## config.mk

```make
export PLATFORM = sky130hd
export DESIGN_NAME = mod_sequence_monitor_flat
export DESIGN_NICKNAME = d
export VERILOG_FILES = /design/src/rtl/mod_sequence_monitor_pkg.sv /design/src/rtl/mod_sequence_monitor_if.sv /design/src/rtl/mod_sequence_monitor_next.sv /design/src/rtl/mod_sequence_monitor.sv /design/src/flat_wrapper.sv
export SDC_FILE = /design/constraint.sdc
export NUM_CORES = 1
export LEC_CHECK = 0
export ABC_AREA = 1
export CORE_UTILIZATION = 46
export DETAILED_ROUTE_END_ITERATION = 8
export GPL_TIMING_DRIVEN = 1
export HOLD_SLACK_MARGIN = 0.02
export PLACE_DENSITY = 0.75
export SYNTH_ARGS = -nofsm -noshare
export SYNTH_HDL_FRONTEND = slang
export SYNTH_HIERARCHICAL = 1
export SYNTH_SLANG_ARGS = --single-unit
```

## constraint.sdc

```tcl
create_clock -name clk -period 1.65 [get_ports clk]
set_input_delay 0.2475 -clock clk [delete_from_list [all_inputs] [get_ports clk]]
set_output_delay 0.2475 -clock clk [all_outputs]
set_load 0.03 [all_outputs]
```

## src/rtl/mod_sequence_monitor_pkg.sv

```systemverilog
// Shared definitions for the mod-N counter and its sequence monitor.
package modcnt_pkg;

    typedef enum logic {
        ACQUIRE = 1'b0,
        LOCKED  = 1'b1
    } state_t;

    localparam int unsigned N_DEFAULT     = 8;
    localparam int unsigned WIDTH_DEFAULT = 4;

endpackage

```

## src/rtl/mod_sequence_monitor_if.sv

```systemverilog
// Sample/status bundle between the counter stage and the sequence monitor.
interface mod_sequence_monitor_if #(
    parameter int unsigned WIDTH    = 4,
    parameter int unsigned PERIOD_W = 16
);
    logic [WIDTH-1:0]    cnt_in;
    logic                cnt_valid;
    logic                err_clear;
    logic                locked;
    logic                wrap_pulse;
    logic [PERIOD_W-1:0] period_count;
    logic                err_pulse;
    logic                err_sticky;

    modport master (
        output cnt_in, cnt_valid, err_clear,
        input  locked, wrap_pulse, period_count, err_pulse, err_sticky
    );

    modport slave (
        input  cnt_in, cnt_valid, err_clear,
        output locked, wrap_pulse, period_count, err_pulse, err_sticky
    );
endinterface

```

## src/rtl/mod_sequence_monitor_next.sv

```systemverilog
// Next value of a mod-N count with an explicit wrap at N-1.
module mod_next
    import modcnt_pkg::*;
#(
    parameter int unsigned N     = N_DEFAULT,
    parameter int unsigned WIDTH = WIDTH_DEFAULT
) (
    input  logic [WIDTH-1:0] cur,
    output logic [WIDTH-1:0] nxt
);

    always_comb begin
        nxt = (cur == WIDTH'(N - 1)) ? '0 : cur + WIDTH'(1);
    end

endmodule

```

## src/rtl/mod_sequence_monitor.sv

```systemverilog
// Locks onto a free-running 0..N-1 count, reporting wraps, completed periods
// and out-of-sequence samples with registered outputs.
module mod_sequence_monitor
    import modcnt_pkg::*;
#(
    parameter int unsigned N        = N_DEFAULT,
    parameter int unsigned WIDTH    = WIDTH_DEFAULT,
    parameter int unsigned LOCK_CNT = 2,
    parameter int unsigned PERIOD_W = 16
) (
    input  logic                  clk,
    input  logic                  rst,
    mod_sequence_monitor_if.slave bus
);

    localparam int unsigned GW = $clog2(LOCK_CNT + 1);

    state_t              state, state_nx;
    logic [WIDTH-1:0]    prev;
    logic [WIDTH-1:0]    exp_val;
    logic                prev_ok;
    logic [GW-1:0]       good_cnt, good_cnt_nx;
    logic                in_range;
    logic                good;
    logic                wrap_nx, err_nx;
    logic                wrap_q, err_q, sticky_q;
    logic [PERIOD_W-1:0] period_q;

    mod_next #(.N(N), .WIDTH(WIDTH)) u_next (
        .cur (prev),
        .nxt (exp_val)
    );

    // Extra bit keeps the range check correct when N == 2**WIDTH.
    assign in_range = ({1'b0, bus.cnt_in} < (WIDTH + 1)'(N));

    always_comb begin
        state_nx    = state;
        good_cnt_nx = good_cnt;
        wrap_nx     = 1'b0;
        err_nx      = 1'b0;
        good        = bus.cnt_valid && prev_ok && in_range && (bus.cnt_in == exp_val);
        if (bus.cnt_valid) begin
            case (state)
                ACQUIRE: begin
                    if (!good) begin
                        good_cnt_nx = '0;
                    end else if (good_cnt == GW'(LOCK_CNT - 1)) begin
                        state_nx    = LOCKED;
                        good_cnt_nx = '0;
                    end else begin
                        good_cnt_nx = good_cnt + GW'(1);
                    end
                end
                LOCKED: begin
                    if (good) begin
                        // good already implies cnt_in == 0 when prev is N-1
                        wrap_nx = (prev == WIDTH'(N - 1));
                    end else begin
                        err_nx      = 1'b1;
                        state_nx    = ACQUIRE;
                        good_cnt_nx = '0;
                    end
                end
                default: state_nx = ACQUIRE;
            endcase
        end
    end

    always_ff @(posedge clk) begin
        if (rst) begin
            state    <= ACQUIRE;
            prev     <= '0;
            prev_ok  <= 1'b0;
            good_cnt <= '0;
            wrap_q   <= 1'b0;
            err_q    <= 1'b0;
            sticky_q <= 1'b0;
            period_q <= '0;
        end else begin
            state    <= state_nx;
            good_cnt <= good_cnt_nx;
            wrap_q   <= wrap_nx;
            err_q    <= err_nx;
            if (bus.cnt_valid) begin
                prev    <= bus.cnt_in;
                prev_ok <= in_range;
            end
            if (wrap_nx && (period_q != '1)) begin
                period_q <= period_q + PERIOD_W'(1);
            end
            if (err_nx) begin
                sticky_q <= 1'b1;
            end else if (bus.err_clear) begin
                sticky_q <= 1'b0;
            end
        end
    end

    assign bus.locked       = (state == LOCKED);
    assign bus.wrap_pulse   = wrap_q;
    assign bus.err_pulse    = err_q;
    assign bus.err_sticky   = sticky_q;
    assign bus.period_count = period_q;

endmodule

```

## src/flat_wrapper.sv

```systemverilog
// flat-port wrapper written by rule: the top's interface ports become plain ports
module mod_sequence_monitor_flat import modcnt_pkg::*;
#(
    parameter int unsigned N        = N_DEFAULT,
    parameter int unsigned WIDTH    = WIDTH_DEFAULT,
    parameter int unsigned LOCK_CNT = 2,
    parameter int unsigned PERIOD_W = 16
)
  (clk, rst, bus_cnt_in, bus_cnt_valid, bus_err_clear, bus_locked, bus_wrap_pulse, bus_period_count, bus_err_pulse, bus_err_sticky);
  mod_sequence_monitor_if #(.WIDTH(WIDTH), .PERIOD_W(PERIOD_W)) bus_i ();
  input  logic clk;
  input  logic rst;
  input wire logic [$bits(bus_i.cnt_in)-1:0] bus_cnt_in;
  input wire logic [$bits(bus_i.cnt_valid)-1:0] bus_cnt_valid;
  input wire logic [$bits(bus_i.err_clear)-1:0] bus_err_clear;
  output wire logic [$bits(bus_i.locked)-1:0] bus_locked;
  output wire logic [$bits(bus_i.wrap_pulse)-1:0] bus_wrap_pulse;
  output wire logic [$bits(bus_i.period_count)-1:0] bus_period_count;
  output wire logic [$bits(bus_i.err_pulse)-1:0] bus_err_pulse;
  output wire logic [$bits(bus_i.err_sticky)-1:0] bus_err_sticky;
  assign bus_i.cnt_in = bus_cnt_in;
  assign bus_i.cnt_valid = bus_cnt_valid;
  assign bus_i.err_clear = bus_err_clear;
  assign bus_locked = bus_i.locked;
  assign bus_wrap_pulse = bus_i.wrap_pulse;
  assign bus_period_count = bus_i.period_count;
  assign bus_err_pulse = bus_i.err_pulse;
  assign bus_err_sticky = bus_i.err_sticky;
  mod_sequence_monitor #(.N(N), .WIDTH(WIDTH), .LOCK_CNT(LOCK_CNT), .PERIOD_W(PERIOD_W)) u_core (.clk(clk), .rst(rst), .bus(bus_i));
endmodule
```

== Yosys cells after proc, flatten, opt, wreduce, memory -nomap -nowiden ==
Index checks and enable logic that the tools add are counted.
Widths: inputs -> output; s select.

* Add/sub/neg operators: 3
* Reductions and logical operators: 6
* Magnitude comparators: 1
* Bitwise operators: 1
* $mul: 0
* Multiplexer cells: 17
* Div/mod/pow operators: 0
* Equal/unequal tests: 5
* Shift operators: 0

{| class="wikitable"
|+ Operator list
! operator !! count
|-
| $add 16x1->16 const B || 1
|-
| $ne 16x16->1 const B || 1
|-
| $mux 1 || 11
|-
| $mux 2 || 3
|-
| $add 4x1->4 const B || 1
|-
| $eq 4x3->1 const B || 1
|-
| $eq 4x4->1 || 1
|-
| $logic_and 1x1->1 || 4
|-
| $lt 4x4->1 const B || 1
|-
| $mux 4 || 1
|-
| $pmux 2 s2 || 1
|-
| $add 2x1->2 const B || 1
|-
| $eq 2x1->1 const B || 1
|-
| $ne 2x2->1 const B || 1
|-
| $pmux 1 s2 || 1
|-
| $reduce_and 2->1 || 1
|-
| $reduce_bool 2->1 || 1
|-
| $not 1->1 || 1
|}

* Bits in latches: 0
* Bits in writable memories: 0
* ROM bits: 0
* Memories kept: 0
* Input bits: 8
* Register bits after elaboration: 27
* Output and inout bits: 20
* Logic and storage cells: 41

== Depth between registers and ports, before layout ==
* Depth after elaboration: 8
* Mapped depth: 13

== Cells and area by module ==
Netlist, hierarchy kept.

{| class="wikitable"
|+ By module, submodules not included
! module !! times used !! sequential area each (sq um) !! cells each !! area an instance (sq um)
|-
| mod_sequence_monitor || 1 || 540.5 || 223 || 1463.9
|-
| mod_next || 1 || 0.0 || 9 || 57.6
|}

== Worst setup path after synthesis ==
No wires, ideal clock.

* Kind: flip-flop to flip-flop
* Start point: register u_core.prev[0]
* End point: register u_core.period_q[12] (netlist: u_core/bus.period_count[12])
* Setup slack: -0.180 ns
* Arrival time: 1.714 ns
* Cell stages (with the launch flop): 13
* Clock period less this slack: 1.830 ns
* Path buffers: 1
* Cell sequence: dfxtp_1 > ha_1 > a31oi_1 > inv_1 > nand2_1 > nand2_1 > nor2_1 > nand3_4 > nor2_8 > buf_6 > nand3_1 > nand2_1 > nor2_1

* Cells in the longest elaborated chain, start to end: 8
* Elaborated cells between the ends (all ways): 9

{| class="wikitable"
|+ RTL lines
! what !! RTL line !! RTL
|-
| from (decl) || mod_sequence_monitor.sv:19 || <nowiki>logic [WIDTH-1:0] prev;</nowiki>
|-
| from (signal assigned) || mod_sequence_monitor.sv:86 || <nowiki>prev <= bus.cnt_in;</nowiki>
|-
| $add 4x1->4 or $eq 4x3->1 (tied branches) || mod_sequence_monitor_next.sv:13 || <nowiki>nxt = (cur == WIDTH'(N - 1)) ? '0 : cur + WIDTH'(1);</nowiki>
|-
| $mux 4 (*) || mod_sequence_monitor_next.sv:13 ||
|-
| via u_core.exp_val[0] || mod_sequence_monitor.sv:20 || <nowiki>logic [WIDTH-1:0] exp_val;</nowiki>
|-
| $eq 4x4->1 (*) || mod_sequence_monitor.sv:42 || <nowiki>good = bus.cnt_valid && prev_ok && in_range && (bus.cnt_in == exp_val);</nowiki>
|-
| $logic_and 1x1->1 (*) || mod_sequence_monitor.sv:42 ||
|-
| $mux 1 (*) || mod_sequence_monitor.sv:56 || <nowiki>if (good) begin</nowiki>
|-
| $mux 1 (*) || mod_sequence_monitor.sv:44 || <nowiki>case (state)</nowiki>
|-
| $mux 1 (*) || mod_sequence_monitor.sv:43 || <nowiki>if (bus.cnt_valid) begin</nowiki>
|-
| $logic_and 1x1->1 (*) || mod_sequence_monitor.sv:89 || <nowiki>if (wrap_nx && (period_q != '1)) begin</nowiki>
|-
| to (signal assigned) || mod_sequence_monitor.sv:90 || <nowiki>period_q <= period_q + PERIOD_W'(1);</nowiki>
|-
| to (decl) || mod_sequence_monitor.sv:27 || <nowiki>logic [PERIOD_W-1:0] period_q;</nowiki>
|}

The timed path passes the listed nets; every way through them passes the cells marked *.
A chain may end at the register's enable or synchronous reset.

== Worst setup path in the final report ==
* Start point: register u_core.prev[0]
* End point: register u_core.period_q[13] (netlist: u_core/bus.period_count[13])

Same word-level chain as after synthesis.

==> impl_metrics.csv <==
group,metric,value,unit
final_layout,final_cell_mix,"58 x nand2_1, 34 x nor2_1, 28 x buf_4, 27 x inv_1",
setup_path,required,1.93,ns
global_route,grt_usage,23.88,%
timing,slew_headroom,67.34,%
run_status,status,"finished with violations",
final_layout,fin_util,70.73,%
setup_path,slowest_stage,"dfxtp_4",
global_route,grtUsageMet2,38.04,%
synthesis,synth_cells,232,
setup_path,start_kind,"flop",
final_layout,num-nets-final,302,
route,dr.pass1.iters,5,
setup_path,r2r-end,"u_core/bus.period_count[13]",
setup_path,crit_fanout,5,
synthesis,synth-simple-area-share,41.94,%
setup_path,reg2reg_slack,-0.10,ns
synthesis,syn_nets,242,
route,drc,0,
timing,hold_violations,0,
clock_network,cts_buffers,3,
floorplanning,top_level_ports,28,
global_route,global_route.peak_usage_layer,"met2",
job,max-cap-violations,0,
setup_path,crit_start,"u_core/prev[0]",
floorplanning,fp-row-count,20,
synthesis,ys_seq_area_share,35.53,%
power_and_ir_drop,p_leak,1.063,nW
synthesis,yosysWarningCount,6,
min_path,hold_class,"reg -> reg",
global_route,grt_pass1_vias,1422,
global_route,grt_overflow_total,0,
power_and_ir_drop,peakVddDrop,0.3501,mV
min_path,hp-start,"u_core/good_cnt[1]",
final_layout,diodes,0,
timing,rsz0062_at_grt,"true",
synthesis,synth_fa_ha_area_share,1.645,%
floorplanning,die_area,3541,um^2
route,via_count,1714,
synthesis,synthMuxAreaShare,0,%
floorplanning,die_w,59.51,um
min_path,holdPathStages,2,
setup_path,cp_num_buf_inv,1,
clock_network,numClockSinks,27,
route,routed_wl,3.960,mm
final_layout,drive_gt1_share,22.68,%
setup_path,worstReg2RegStart,"u_core/prev[0]",
global_route,gr-usage-met3,1.965,%
setup_path,crit_arrival,2.04,ns
timing,clock.fmax,569.9,MHz
setup_path,worstRegToRegCells,13,
timing,report.final.slew_viol_count,0,
synthesis,synth_top_area_share,35.53,%
timing,setup_slack,-0.1048,ns
synthesis,synthesis.area,1521,um^2
timing,tns,-1.040,ns
clock_network,insertion_delay,0.33,ns
floorplanning,die_h,59.51,um
clock_network,clk_pin_slew_worst_paths,0.15,ns
route,vias_per_cell,5.116,
timing,finClkSkew,0.006005,ns
placed_design,gp_congestion,0.8338,
synthesis,synth_top_family_by_area,"simple AND/OR/NAND/NOR gates",
timing,min_period_over_period,106.4,%
global_route,grt_pass1_wl,6.437,mm
power_and_ir_drop,pwr_density_cell,505.1,nW/um^2
setup_path,max_stage_delay,0.40,ns
route,ant_nets,0,
clock_network,cts_buffer_depth,2,
power_and_ir_drop,finalPower,1.108,mW
global_route,antenna_found_initial,0,
clock_network,root_buffer,"clkbuf_4",
setup_path,crit_family,"simple AND/OR/NAND/NOR gates",
placed_design,portBuffers,27,
setup_path,cp_common_cell,"nand2_1",
timing,post-route-min-period,1.755,ns
timing,setup_viol,17,
setup_path,path_class,"reg -> reg",
final_layout,area_growth,44.24,%
synthesis,ys_ff_latch,27,
synthesis,syn_area_per_cell,6.558,um^2
timing,holdWs,0.4484,ns
setup_path,end_kind,"flop",
setup_path,path_cells,"buf_4 -> nand3_2 -> nand2_1 -> o21ai_2 -> nor2_1 -> nand2_1 -> nor2_4 -> nand3_4 -> nor2_4 -> nand2_1 -> nand2_1 -> nand2_1 -> nor2_1",
synthesis,synth.area.top_cells,"dfxtp_1 36%, nand2_1 15%, nor2_1 8.9%, nand3_1 8.6%, inv_1 6.7%",
floorplanning,coreArea,3103,um^2
clock_network,tritoncts,"built",
placed_design,hpwl,2.730,mm
floorplanning,start_util,49.03,%
global_route,grt_max_degree,16,
synthesis,synth-xor-area-share,2.878,%
synthesis,yosysTopAreaCell,"dfxtp_1",
min_path,hold_end,"u_core/good_cnt[1]",
synthesis,synth_compound_area_share,9.622,%
timing,tightest_slew,0.4887,ns
run_status,violations,"setup timing",
route,drt-wirelength-per-cell,11.82,um
route,drt_iter0_markers,111,
clock_network,htreeDepth,1,
final_layout,mostFrequentLayoutCell,"nand2_1",
global_route,met1_usage,34.31,%
synthesis,ys_types,25,
sequential cells by signal (all words and copies together), names as in the netlist:
| register | count |
|---|---|
| u_core/good_cnt | 2 |
| u_core/prev | 4 |
| u_core/prev_ok | 1 |
| u_core/bus.period_count | 16 |
| u_core/bus.err_sticky | 1 |
| u_core/bus.locked | 1 |
| u_core/bus.err_pulse | 1 |
| u_core/bus.wrap_pulse | 1 |
Yosys cell counts, drive strengths merged:
library cell and count:
nand2 61, nor2 40, nand3 29, inv 28, dfxtp 27, a21oi 20, nand4 5, o21ai 5
xor2 4, clkbuf 3, nor3 3, ha 2, a211oi 1, a31oi 1, buf 1, o21a 1
xnor2 1
timing repair:
| action | in CTS | in global routing |
|---|---|---|
| endpoints found under the setup margin | 32 | 23 |
| gates cloned | 3 | 0 |
| hold buffers | 0 | 0 |
| hold endpoints to repair | 0 | 0 |
| gates resized for setup | 23 | 12 |
| buffers inserted | 1 | 0 |
| pin swaps | 4 | 3 |
logic make-up (layout without fill, tap and decap cells):
group	after synthesis	in the layout
simple gates	138	141
flops	27	27
compound gates	28	28
fa+ha+maj	2	2
buf+inv	32	88
xor+xnor	5	5
worst min-delay path: stages (launching register included):
cell and delay, ns:
dfxtp_1 0.33, inv_1 0.06, nor2_1 0.04
layout make-up:
cell class	instances	area [um^2]
repair buffers	56	480.5
fillers	275	908.4
flip-flops and latches	27	551.8
multi-input cells	176	974.7
clock inverters	1	5.005
inverters	28	105.1
well taps	44	55.05
clock buffers	3	22.52
through the flow:
stage	cell area [um^2]	setup WS, ns	instances
4_1_cts	2147	-0.1056	335
3_3_place_gp	2067	-0.1026	327
2_1_floorplan	1554	-0.01341	232
6_report	2195	-0.1048	335
5_1_grt	2195	-0.2180	335
3_5_place_dp	2067	-0.1487	327
how the worst max path moves through the flow:
stage                             endpoint  slack, ns  depth (start not counted)
3_5_place_dp    u_core/bus.period_count[0]      -0.15                         10
6_report       u_core/bus.period_count[13]      -0.10                         13
3_3_place_gp   u_core/bus.period_count[15]      -0.10                         10
5_1_grt         u_core/bus.period_count[5]      -0.22                         11
4_1_cts        u_core/bus.period_count[13]      -0.11                         12
2_1_floorplan  u_core/bus.period_count[12]      -0.01                         12
per-layer routing:
layer	up-vias	wire length (um)
li1	873	-
met1	768	1871
met2	67	1757
met3	6	290
met4	0	40
met5	-	0
power by group:
part	switching (mW)	internal (mW)
Sequential	0.0112	0.662
Clock	0.204	0.0910
Combinational	0.0737	0.0670
Power figures use the tool's default switching activity.
